## config.mk

```make
export PLATFORM = sky130hd
export DESIGN_NAME = regfile_param
export DESIGN_NICKNAME = d
export VERILOG_FILES = /design/src/rtl/regfile_param.sv
export SDC_FILE = /design/constraint.sdc
export NUM_CORES = 1
export LEC_CHECK = 0
export CELL_PAD_IN_SITES_DETAIL_PLACEMENT = 2
export CELL_PAD_IN_SITES_GLOBAL_PLACEMENT = 2
export CORE_AREA = 10 10 471 243
export CTS_CLUSTER_DIAMETER = 200
export CTS_CLUSTER_SIZE = 16
export DETAILED_ROUTE_END_ITERATION = 6
export DIE_AREA = 0 0 481 253
export PLACE_DENSITY = 0.78
export SYNTH_ARGS = -nofsm -noshare
export SYNTH_HDL_FRONTEND = slang
export SYNTH_SLANG_ARGS = --single-unit
export TNS_END_PERCENT = 10
```

## constraint.sdc

```tcl
create_clock -name clk -period 5.2 [get_ports clk]
set_input_delay 1.04 -clock clk [delete_from_list [all_inputs] [get_ports clk]]
set_output_delay 1.04 -clock clk [all_outputs]
set_load 0.03 [all_outputs]
```

## src/rtl/regfile_param.sv

```systemverilog
// -----------------------------------------------------------------------------
// regfile_param
//    Parametrised decode-stage register bank. Combinational multi-port read,
//    single write port, optional hardwired entry 0 and optional write-to-read
//    bypass. After reset a clear sequencer zeroes one entry per cycle so the
//    contents are defined on silicon; during that sequence the bank is busy.
//
// Ports
//    clk      in   clock, all state updates on rising edge
//    reset    in   synchronous, active-high
//    we       in   write enable
//    waddr    in   [ADDR_W]          write address
//    wdata    in   [DATA_W]          write data
//    raddr    in   [NUM_RD*ADDR_W]   read addresses, port i at [i*ADDR_W +: ADDR_W]
//    rdata    out  [NUM_RD*DATA_W]   read data, port i at [i*DATA_W +: DATA_W]
//    busy     out  clear sequence in progress (writes ignored, reads return 0)
//    wr_drop  out  one-cycle pulse: previous-cycle write rejected while busy
// -----------------------------------------------------------------------------
module regfile_param #(
   parameter int DATA_W         = 32,
   parameter int ADDR_W         = 5,
   parameter int NUM_RD         = 2,
   parameter int ZERO_REG       = 1,
   parameter int BYPASS         = 0,
   parameter int CLEAR_ON_RESET = 1
) (
   input  logic                       clk,
   input  logic                       reset,
   input  logic                       we,
   input  logic [ADDR_W-1:0]          waddr,
   input  logic [DATA_W-1:0]          wdata,
   input  logic [NUM_RD*ADDR_W-1:0]   raddr,
   output logic [NUM_RD*DATA_W-1:0]   rdata,
   output logic                       busy,
   output logic                       wr_drop
);

   localparam int DEPTH = 2**ADDR_W;
   // Pointer is one bit wider than the address so the final entry index is
   // compared without any overflow ambiguity.
   localparam logic [ADDR_W:0] LAST_PTR = (ADDR_W+1)'(DEPTH-1);

   typedef enum logic {
      ST_CLEAR = 1'b0,
      ST_READY = 1'b1
   } state_t;

   state_t              state_q, state_d;
   logic [ADDR_W:0]     ptr_q, ptr_d;
   logic                wr_drop_q, wr_drop_d;
   logic                clr_we;
   logic                usr_we;
   logic [DATA_W-1:0]   mem_q [DEPTH];

   // ---------------------------------------------------------------------
   // Control: next state, pointer, drop pulse and array write strobes
   // ---------------------------------------------------------------------
   always_comb begin
      state_d   = state_q;
      ptr_d     = ptr_q;
      wr_drop_d = 1'b0;
      clr_we    = 1'b0;
      usr_we    = 1'b0;
      if (reset) begin
         state_d = (CLEAR_ON_RESET != 0) ? ST_CLEAR : ST_READY;
         ptr_d   = '0;
      end else begin
         case (state_q)
            ST_CLEAR: begin
               // The clear write owns the array; any user write is dropped.
               clr_we    = 1'b1;
               ptr_d     = ptr_q + (ADDR_W+1)'(1);
               wr_drop_d = we;
               if (ptr_q == LAST_PTR) begin
                  state_d = ST_READY;
               end
            end
            ST_READY: begin
               // Writes to the hardwired entry are silently discarded.
               usr_we = we && !((ZERO_REG != 0) && (waddr == '0));
            end
            default: begin
               state_d = ST_READY;
            end
         endcase
      end
   end

   always_ff @(posedge clk) begin
      state_q   <= state_d;
      ptr_q     <= ptr_d;
      wr_drop_q <= wr_drop_d;
   end

   // Storage is not reset; contents are defined only by the clear sequencer
   // or by explicit writes.
   always_ff @(posedge clk) begin
      if (clr_we) begin
         mem_q[ptr_q[ADDR_W-1:0]] <= '0;
      end else if (usr_we) begin
         mem_q[waddr] <= wdata;
      end
   end

   assign busy    = (state_q == ST_CLEAR);
   assign wr_drop = wr_drop_q;

   // ---------------------------------------------------------------------
   // Read ports: later assignments override earlier ones, so the order below
   // is lowest to highest priority.
   // ---------------------------------------------------------------------
   generate
      for (genvar gi = 0; gi < NUM_RD; gi++) begin : g_rd
         logic [ADDR_W-1:0] ra;
         logic [DATA_W-1:0] rd;

         assign ra = raddr[gi*ADDR_W +: ADDR_W];

         always_comb begin
            rd = mem_q[ra];
            if ((BYPASS != 0) && we && (waddr == ra)) begin
               rd = wdata;
            end
            if ((ZERO_REG != 0) && (ra == '0)) begin
               rd = '0;
            end
            if (busy) begin
               rd = '0;
            end
         end

         assign rdata[gi*DATA_W +: DATA_W] = rd;
      end
   endgenerate

endmodule

```

==> results.toml, run 1 <==
[status]
status = "complete, but fails checks"
violations = "max-capacitance violations, max-slew violations"

[floorplan]
dieArea_sq_um = 122000
die_y_microns = 253
io_pins = 116
fp-row-count = 85
die_x_microns = 481
start_util_pct = 44.6
coreArea_sq_um = 106000

[detailed_routing]
drt_iter0_drc = 4749
route.detailed.drc = 0
m1WireLength_microns = 77300
drt-total-wl_microns = 186000
vias_per_cell = 7.19
avgRoutedWirePerCell_microns = 42.7
met2_length_microns = 81400
met3_length_microns = 21900
first_pass_iters = 5
vias = 31400
ant_nets = 0
dr.max_layer_used = "met4"

[clocking]
cts_made_buffers = 74
cts_resized = 0
postCtsSetupRepairBufs = 0
clkTransAtPathRegs_ns = 0.08
cts-root-buf = "clkbuf_16"
h-tree-depth = 3
cts_sinks = 1031
clkLatencyLatePin_ns = 0.70
ctsHoldBuffers = 0
cts_max_path_buffers = 3
tritoncts = "done"

[critical_path]
crit_arrival_ns = 4.07
crit_family = "buffers and inverters"
path_cells = "clkdlybuf4s50_1 > or3b_2 > o22ai_1 > o21ai_0 > nand4_1 > clkdlybuf4s50_1"
crit_required_ns = 4.16
endpoint_kind = "primary output"
crit_slowest_cell = "or3b_2"
cpPeakStageDelay_ns = 0.87
path_class = "in2out"
path_buf_inv = 2
start_kind = "primary input"
cp_max_fo = 15
crit_path_frequent_cell = "clkdlybuf4s50_1"

[power_and_ir_drop]
power_per_cell_area_nw_per_um2 = 294
p_sw_share_pct = 23.2
irDropWorstVdd_uv = 323
sequentialPowerShare_pct = 58.0
power.share.clock_pct = 36.1
p_int_mw = 12.0
p_sw_mw = 3.62
power_leakage_nw = 19.1
pwr-share-comb_pct = 6.0

[yosys]
synth_edf_count = 1023
synth.yosys.warnings = 0
syn_nets = 2825
yosys_register_bits = 1031
async_reset_ff_share_pct = 0
synth_area_leaders = "edfxtp_1, mux4_2, mux2i_1, a22oi_1, o22ai_1"
synth_top_area_share_pct = 64.7
yosys.area.top_type = "edfxtp_1"
syn_inst = 2774
syn_area_sq_um = 47500
yosysSeqAreaShare_pct = 65.1
synth_ff_type = "edfxtp_1"
syn_area_per_cell_sq_um = 17.1
yosysUniqueCellTypes = 52

[finish]
area_growth_pct = 12.0
drive_gt1_share_pct = 21.8
final_util_pct = 49.9
stdcell_count = 4365
nets = 2967

[sta]
tightest_slew_ns = 1.50
period_needed_ns = 5.11
fin_worst_skew_ns = 0.0291
setup_viol = 0
fmax_mhz = 196
period_share_pct = 98.3
fin_tns_setup_ns = 0
rsz0062_at_grt = "no"
relSlewSlack_pct = -0.106
drv_slew = 1
hold_viol = 0

[min_path]
hp-class = "reg2reg"

[global_route]
grt_max_degree = 70
grt_antenna_before_repair = 3
grt_overflow = 0
grt_pass1_vias = 32700
grtUsageTotal_pct = 30.0
grt_pass1_wl_microns = 261000

[placement]
hpwl_microns = 117000
io_buffers = 115
dp_cells = 4275
gp_congestion = 0.867

[flow_run]
drv_cap = 1
-- cell usage in the layout (no fill, tap or decap), drive strengths merged, types with 8 or more instances in the layout --
cell,n
buf,240
o22ai,191
edfxtp,1023
and2,34
nor3,15
clkdlybuf4s50,51
o21ai,66
inv,12
mux4,254
nand4,63
nor2,43
dfxtp,8
nand2,68
clkbuf,80
a221oi,32
a22oi,190
mux2i,486
-- synthesized netlist by cell type (all sizes together) (8+ instances only) --
cell type,n
a221oi,32
a22oi,190
and2,34
buf,131
clkbuf,94
dfxtp,8
edfxtp,1023
inv,8
mux2i,486
mux4,254
nand2,68
nand4,63
nor2,43
nor3,15
o21ai,66
o22ai,191
-- worst paths after layout --
kind	startpoint	to	slack, ns	depth (start not counted)
max	raddr[2]	rdata[3]	0.09	6
min	ptr_q[5]	state_q	0.56	3
max reg2reg	state_q	mem_q[16][20]	1.08	6
min reg2reg	ptr_q[5]	state_q	0.56	3
-- flip-flops by register name, indices dropped and copies added (netlist names) --
register,flops
state_q,1
ptr_q,6
mem_q,1023
wr_drop,1
-- power by group through the flow --
stage | Clock [mW] | Sequential, mW | Combinational (mW)
final | 5.63 | 9.05 | 0.934
after global routing | 5.93 | 9.05 | 0.954
after CTS | 5.63 | 9.05 | 0.915
after detailed placement | 0 | 9.24 | 0.910
after global placement | 0 | 9.23 | 0.875
after floorplan | 0 | 9.23 | 0.558
-- stage by stage --
| stage | total power, mW | hold slack (ns) | setup slack [ns] | area, sq um |
|---|---|---|---|---|
| 2_1_floorplan | 9.79 | 0.502 | 0.616 | 47500 |
| 3_3_place_gp | 10.1 | 0.531 | 0.405 | 51200 |
| 3_5_place_dp | 10.1 | 0.559 | 0.215 | 51200 |
| 4_1_cts | 15.6 | 0.568 | 0.246 | 53200 |
| 5_1_grt | 15.9 | 0.588 | 0.103 | 53200 |
| 6_report | 15.6 | 0.556 | 0.0906 | 53200 |
-- metal layers --
layer  global-route usage (%)  vias to the layer above
met3                     7.33                      338
met5                        0                        -
met2                     44.3                     2124
li1                         -                    11900
met1                     43.9                    17000
met4                     8.52                        0
-- final cells by class --
class	count	area, sq um
Antenna cell	4	10.0
Clock buffer	80	1900
Clock inverter	6	81.3
Fill cell	9383	53300
Inverter	8	30.0
Multi-Input combinational cell	1510	15700
Sequential cell	1031	30900
Tap cell	1435	1800
Timing Repair Buffer	291	2730
-- worst min-delay path, cell delays in order, from the launching register on --
cell and delay (ns):
dfxtp_1 0.30, inv_1 0.08, a31oi_1 0.07, nor2_1 0.07
-- kinds of logic (layout without fill, tap and decap cells) --
logic type	after synthesis	in the layout	share of synthesized area [%]
xor gates and xnor gates	4	4	0.0738
muxes	740	740	22.3
AOI/OAI and AO/OA	498	498	7.10
adders and majority gates	1	1	0.0264
other	0	4	0
buffers and inverters	233	385	2.46
and+or+nand+nor	267	267	2.97
DFF	1031	1031	65.1
Power figures use the tool's default switching activity.
==> run 2, diff against run 1 <==
ABC_CLOCK_PERIOD_IN_PS = 5200   (was not set)
CELL_PAD_IN_SITES_DETAIL_PLACEMENT = 1   (was 2)
CELL_PAD_IN_SITES_GLOBAL_PLACEMENT = 1   (was 2)
PLACE_DENSITY = 0.7   (was 0.78)
==> results.toml, run 2 (synthesis gave the netlist of run 1 again) <==
[sta]
tightest_slew_ns = 1.31
hold_viol = 0
fin_worst_skew_ns = 0.0308
holdWs_ns = 0.565
setup_viol = 0
relSlewSlack_pct = 12.7
period_needed_ns = 5.09
drv_slew = 0
fin_ws_ns = 0.114
fmax_mhz = 197
period_share_pct = 97.8
fin_tns_setup_ns = 0
rsz0062_at_grt = "no"

[clocking]
ctsHoldBuffers = 0
clkTransAtPathRegs_ns = 0.07
cts_sinks = 1031
cts-root-buf = "clkbuf_16"
h-tree-depth = 3
cts_made_buffers = 74
cts_resized = 0
cts_max_path_buffers = 3
tritoncts = "done"
postCtsSetupRepairBufs = 0
clkLatencyLatePin_ns = 0.69

[finish]
largest_reg_flops = 1023
stdcell_area_sq_um = 53300
top_regs = "mem_q (1023), ptr_q (6)"
area_growth_pct = 12.4
stdcell_count = 4358
largest_register = "mem_q"
mostFrequentLayoutCells = "edfxtp_1, mux2i_1, mux4_2"
nets = 2949
drive_gt1_share_pct = 21.4
final_common_cell = "edfxtp_1"

[floorplan]
start_util_pct = 44.6
dieArea_sq_um = 122000
die_y_microns = 253
die_x_microns = 481
coreArea_sq_um = 106000
fp-row-count = 85
io_pins = 116

[critical_path]
crit_arrival_ns = 4.05
path_class = "in2out"
cp_max_fo = 32
endpoint_kind = "primary output"
start_kind = "primary input"
crit_required_ns = 4.16

[status]
status = "finished clean"

[detailed_routing]
dr.max_layer_used = "met5"
met2_length_microns = 73000
drt_iter0_drc = 4914
met3_length_microns = 23700
vias_per_cell = 7.10
drt-total-wl_microns = 174000
avgRoutedWirePerCell_microns = 39.8
vias = 30900
route.detailed.drc = 0
m1WireLength_microns = 70500
first_pass_iters = 5
ant_nets = 0

[placement]
dp_cells = 4257
placed_area_sq_um = 51300
gp_congestion = 0.885
io_buffers = 115
pre_cts_ws_ns = 0.268
hpwl_microns = 103000

[power_and_ir_drop]
irDropWorstVdd_uv = 243
power_per_cell_area_nw_per_um2 = 292
power_leakage_nw = 19.1

[global_route]
grt_pass1_vias = 31400
grt_overflow = 0
grt_max_degree = 70
grt_antenna_before_repair = 3
grtUsageTotal_pct = 27.9
grt_pass1_wl_microns = 243000

[min_path]
hp-class = "reg2reg"

[flow_run]
drv_cap = 0
## run 2: changes by cell type in the layout (fill, tap and decap cells not counted), moves of 2 or more
cell / delta
buf_12: +21
buf_4: -37
diode_2: +2
clkdlybuf4s50_1: -2
clkbuf_1: +8
## run 2: final timing paths
kind,start,end,slack [ns],cells past startpoint
max reg2reg,state_q,mem_q[4][14],1.24,5
min,ptr_q[0],ptr_q[0],0.57,2
max,raddr[7],rdata[33],0.11,6
min reg2reg,ptr_q[0],ptr_q[0],0.57,2
## run 2: critical path, stage by stage
cell and delay (ns):
clkdlybuf4s50_1 0.63, or3b_4 0.83, a221oi_1 0.76, a22oi_1 0.32, nand4_1 0.25, buf_4 0.20
## run 2: area by class of cell
class / instances / area [sq um]
multi-input combinational: 1510 / 15700
antenna: 6 / 15.0
clock inverter: 6 / 77.6
inverter: 8 / 30.0
clock buffer: 89 / 1950
tap: 1435 / 1800
sequential: 1031 / 30900
timing repair buffer: 273 / 2850
fill: 9759 / 53100
## run 2: routing by layer
layer / global-route usage, % / vias up
met5: 0 / -
met4: 9.76 / 2
met3: 8.80 / 357
met2: 39.4 / 2204
met1: 40.4 / 16500
li1: - / 11900
## run 2: where the power goes
group,switching [mW],internal [mW],leakage (nW),total [mW]
sequential,0.0181,9.03,11.2,9.05
clock,2.95,2.65,0.988,5.61
combinational,0.564,0.361,6.99,0.925
total,3.53,12.0,19.1,15.6
## run 2: metrics by stage
step | power (mW) | utilization [%]
6_report | 15.6 | 50.1
4_1_cts | 15.6 | 50.1
3_3_place_gp | 10.1 | 48.2
3_5_place_dp | 10.1 | 48.2
5_1_grt | 15.9 | 50.1
2_1_floorplan | 9.79 | -
